$ cat src/rtl/if_id_queue.sv
// Fetch-to-decode instruction queue: buffers {pc, instr} pairs in a circular
// buffer and hands them to decode in order through a valid/ready handshake.
module if_id_queue #(
   parameter int          DEPTH     = 4,
   parameter logic [31:0] NOP_INSTR = 32'h0000_0013
) (
   input  logic                     clk,
   input  logic                     reset,
   input  logic                     flush,
   input  logic                     in_valid,
   output logic                     in_ready,
   input  logic [31:0]              in_pc,
   input  logic [31:0]              in_instr,
   output logic                     out_valid,
   input  logic                     out_ready,
   output logic [31:0]              out_pc,
   output logic [31:0]              out_instr,
   output logic [$clog2(DEPTH):0]   out_count
);

   localparam int          PW         = $clog2(DEPTH);
   localparam logic [PW:0] FULL_COUNT = (PW + 1)'(DEPTH);

   logic [63:0]   entries [DEPTH];
   logic [PW-1:0] wr_ptr;
   logic [PW-1:0] rd_ptr;
   logic [PW:0]   count;
   logic          push;
   logic          pop;
   logic [63:0]   head;

   assign in_ready  = (count != FULL_COUNT);
   assign out_valid = (count != '0);
   assign out_count = count;

   // Flush wins over both handshakes so a redirect never keeps stale work.
   assign push = in_valid && in_ready && !flush;
   assign pop  = out_valid && out_ready && !flush;

   assign head      = entries[rd_ptr];
   assign out_pc    = out_valid ? head[63:32] : 32'h0;
   assign out_instr = out_valid ? head[31:0]  : NOP_INSTR;

   // Entry storage carries no reset; occupancy alone decides what is valid.
   always_ff @(posedge clk) begin
      if (push) begin
         entries[wr_ptr] <= {in_pc, in_instr};
      end
   end

   always_ff @(posedge clk or negedge reset) begin
      if (!reset) begin
         wr_ptr <= '0;
         rd_ptr <= '0;
         count  <= '0;
      end else if (flush) begin
         wr_ptr <= '0;
         rd_ptr <= '0;
         count  <= '0;
      end else begin
         if (push) begin
            wr_ptr <= wr_ptr + 1'b1;
         end
         if (pop) begin
            rd_ptr <= rd_ptr + 1'b1;
         end
         if (push && !pop) begin
            count <= count + 1'b1;
         end else if (pop && !push) begin
            count <= count - 1'b1;
         end
      end
   end

endmodule

$ cat config.mk
export PLATFORM = sky130hd
export DESIGN_NAME = if_id_queue
export DESIGN_NICKNAME = d
export VERILOG_FILES = /design/src/rtl/if_id_queue.sv
export SDC_FILE = /design/constraint.sdc
export NUM_CORES = 1
export LEC_CHECK = 0
export ABC_CLOCK_PERIOD_IN_PS = 4800
export CORE_ASPECT_RATIO = 0.7
export CORE_UTILIZATION = 45
export DETAILED_ROUTE_END_ITERATION = 10
export HOLD_SLACK_MARGIN = 0.05
export PLACE_DENSITY = 0.68
export SETUP_SLACK_MARGIN = 0.1
export SKIP_CTS_REPAIR_TIMING = 1
export SLEW_MARGIN = 20
export SYNTH_ARGS = -nofsm -noshare
export SYNTH_HDL_FRONTEND = slang
export SYNTH_SLANG_ARGS = --single-unit
$ cat constraint.sdc
create_clock -name clk -period 4.8 [get_ports clk]
set_input_delay 0.96 -clock clk [delete_from_list [all_inputs] [get_ports clk]]
set_output_delay 0.96 -clock clk [all_outputs]
set_load 0.005 [all_outputs]
==> results.md <==
* Total global-route track usage at between 15 and 20%
* Total congestion overflow at 0
* Crit-path max FO at 62
* Hold path depth at 2
* Vias at between 4k and 5k
* Top post-synthesis cells by count: edfxtp_1, and2_1, mux4_2, clkbuf_1
* Largest net degree at the start of global routing at 66
* CTS HTree Levels at 1
* CTS tree: done
* Synth top area cells: edfxtp_1, mux4_2, and2_1
* XOR/XNOR share of the synthesized area at less than 1%
* Drt drc at 0
* Die Width at 182 um
* Finish-stage setup viols at 0
* CP Launch Type: flip-flop
* Fin. Hold Viols at 0
* Vias in the first global route at 5222
* Min Hold Slack at 611 ps
* Synth Area in Simple Gates at 4.97%
* Slew Limit Fails at 0
* Netlist cell types at 31
* Outcome: completed
* MaxCap Viol Count at 0
* Sw frac at between 20% and 30%
* Power Density at 504 nW/um^2
* Worst-margin pin slew at 1020 ps
* Core area at 22000 um^2
* Psw at 1.61 mW
* Nets at 683
* Setup Skew at 11.8 ps
* Pre-CTS WS at 1320 ps
* Area grow syn2layout at 23.1%
* Flops & latches, synth at 263
* Reg-to-reg endpoint: out_count[2]$_DFFE_PN0P_
* HPWL after detailed placement at roughly 11000 um
* Pint at 4.72 mW
* Ys flop type: edfxtp_1
* Row count at 45
* Sequential element share of the synthesized area at 77.1%
* DRT Pass-1 Iters at 4
* Sequential Power Share at 43.7%
* Combinational power share at 28.6%
* Post-route ant nets at 0
* Clk_lat worst skew at between 500 and 600 ps
* Starting Density at 46.5%
* Final WL at 19000 um
* Maximum vdd drop at 0.349 mV
* Adder-cell share of the synthesized area at less than 1%
* WL/cell at 20.9 um
* Clk pwr share at 27.6%
* Sink Count at 263
* Die ar. at 23300 um^2
* Critical Path AT at 2810 ps
* Reg2Reg Depth at 7
* Synthesized area per cell at 21.8 um^2
* First-pass GRT wire length at 29600 um
* TNS Setup at 0 ps
* Count leader, synth: edfxtp_1
* Synthesized instance count at 467
* Final period utilization at 78.5%
* HP Class: flip-flop to flip-flop
* Worst-path clk slew at 60 ps
* Die Y at 128 um
* Via density at 5.37
* Synth Area in Compound Gates at 0.945%
* Met2 Use GR at 28.1%
* IO buf count at 137
* Rel. slew slack at 32.2%
* Max frequency at between 200 and 300 MHz
* Area share of the largest cell type after synthesis at 75.4%
* CP endpoint kind: primary output
* Leakage at 3.98 nW
* Worst Hold End: wr_ptr[0]$_DFFE_PN0P_
* Unrepaired setup endpoints after global routing: no
* Worst reg2reg setup slack at ~2400 ps
* Yosys top cell by area: edfxtp_1
* Largest family of logic cells by synthesized area: multiplexers
* Critical R2R Launch: out_count[1]$_DFFE_PN0P_
* M3 GR Usage at 3.66%
* Worst Slack Setup Final at approximately 1000 ps
* Hold_sp: wr_ptr[0]$_DFFE_PN0P_
* Starting DRC count in detailed routing at between 200 and 300
* Final core occ at 57.2%
* Gr busiest metal: met2
* EDFF count, synth at 256
* Synthesized area at 10200 um^2
* Met1 Track Usage GR at 23.3%
* Synth Warn # at 0
* CTS Buf Count at 25
* IO Pins at 138
* Multiplexer share of the synthesized area at between 10% and 20%
* Initial antenna violation count at 0
* Routability Congestion at around 0.74
* Root buf cell: clkbuf_16
* Syn nets at ~540
* Period minus WS final at about 3800 ps
* Share of layout cells above drive strength 1 at roughly 18%
* Deepest clock path buffer count at 3
* Critical path type: flip-flop to primary output
* Req. time, crit path at 3840 ps
* Fraction of registers with async set/reset at 2.66%
layout by cell type (no fill, tap or decap), drive strengths merged:
| cell | n |
|---|---|
| inv | 9 |
| diode | 1 |
| o21ai | 3 |
| buf | 3 |
| a31o | 1 |
| a21o | 1 |
| a311oi | 1 |
| nand3 | 2 |
| and3b | 1 |
| edfxtp | 256 |
| o21a | 1 |
| clkinvlp | 1 |
| o31ai | 1 |
| nor3b | 1 |
| nor2 | 9 |
| nor3 | 2 |
| ha | 4 |
| dfrtp | 7 |
| clkinv | 12 |
| a211oi | 1 |
| or2 | 3 |
| mux4 | 64 |
| mux2i | 1 |
| clkbuf | 30 |
| o311ai | 1 |
| and2 | 66 |
| a21oi | 2 |
| xor2 | 2 |
| clkdlybuf4s50 | 137 |
| a221oi | 1 |
| fa | 1 |
| mux2 | 2 |
worst max-delay path by stage:
stage / startpoint / end / slack (ps) / depth (start not counted)
detailed placement: in_valid / entries[1][36]$_DFFE_PP_ / 1320 / 4
global placement: in_valid / entries[0][36]$_DFFE_PP_ / 1410 / 4
CTS: rd_ptr[1]$_DFFE_PN0P_ / out_instr[4] / 950 / 3
global route: out_count[0]$_DFFE_PN0P_ / out_pc[16] / 830 / 5
floorplan: in_valid / entries[0][0]$_DFFE_PP_ / 1280 / 4
finish: out_count[0]$_DFFE_PN0P_ / out_pc[22] / 1030 / 5
registers in the layout, summed over array words and instances, names as in the netlist:
register	cells
wr_ptr	2
entries	256
rd_ptr	2
out_count	3
power groups by stage:
| stage | logic (mW) | registers (mW) | clock network, mW |
|---|---|---|---|
| 6_report | 1.81 | 2.77 | 1.75 |
| 4_1_cts | 1.86 | 2.77 | 1.79 |
| 5_1_grt | 1.97 | 2.79 | 1.88 |
| 2_1_floorplan | 0.998 | 2.73 | 0 |
| 3_5_place_dp | 1.84 | 2.82 | 0 |
| 3_3_place_gp | 1.83 | 2.81 | 0 |
layout make-up:
| cell class | instances | area [um^2] |
|---|---|---|
| fillers | 1655 | 9400 |
| flip-flops and latches | 263 | 7870 |
| multi-input cells | 171 | 2170 |
| repair buffers | 140 | 1410 |
| clock buffers | 30 | 644 |
| well taps | 282 | 353 |
| clock inverters | 14 | 75.1 |
| inverters | 8 | 30.0 |
| diodes | 1 | 2.50 |
through the flow:
| step | cell area, um^2 | power, mW | std cells |
|---|---|---|---|
| detailed placement | 11800 | 4.67 | 864 |
| finish | 12600 | 6.33 | 909 |
| CTS | 12600 | 6.42 | 908 |
| global placement | 11800 | 4.64 | 864 |
| global route | 12600 | 6.63 | 908 |
| floorplan | 10200 | 3.73 | 467 |
cells by family (layout without fill, tap and decap cells):
| group | count (synthesis) | after routing |
|---|---|---|
| flip-flops | 263 | 263 |
| other | 0 | 1 |
| multiplexers | 67 | 67 |
| AO/OA/AOI/OAI | 13 | 13 |
| XOR/XNOR | 2 | 2 |
| AND/OR/NAND/NOR | 84 | 84 |
| buffers and inverters | 33 | 192 |
| adder cells (fa/ha/maj) | 5 | 5 |
worst max-delay path, stage by stage (launching register included):
cell             delay (ps)
dfrtp_1                 530
nor3_2                   80
buf_4                   150
inv_2                   700
and2_1                  310
clkdlybuf4s50_1         520
metal layers:
layer	up-vias	part of all wire [%]
li1	2171	-
met1	2533	45
met2	146	47
met3	28	6.2
met4	0	1.6
met5	-	0
(Power assumes the default switching activity.)
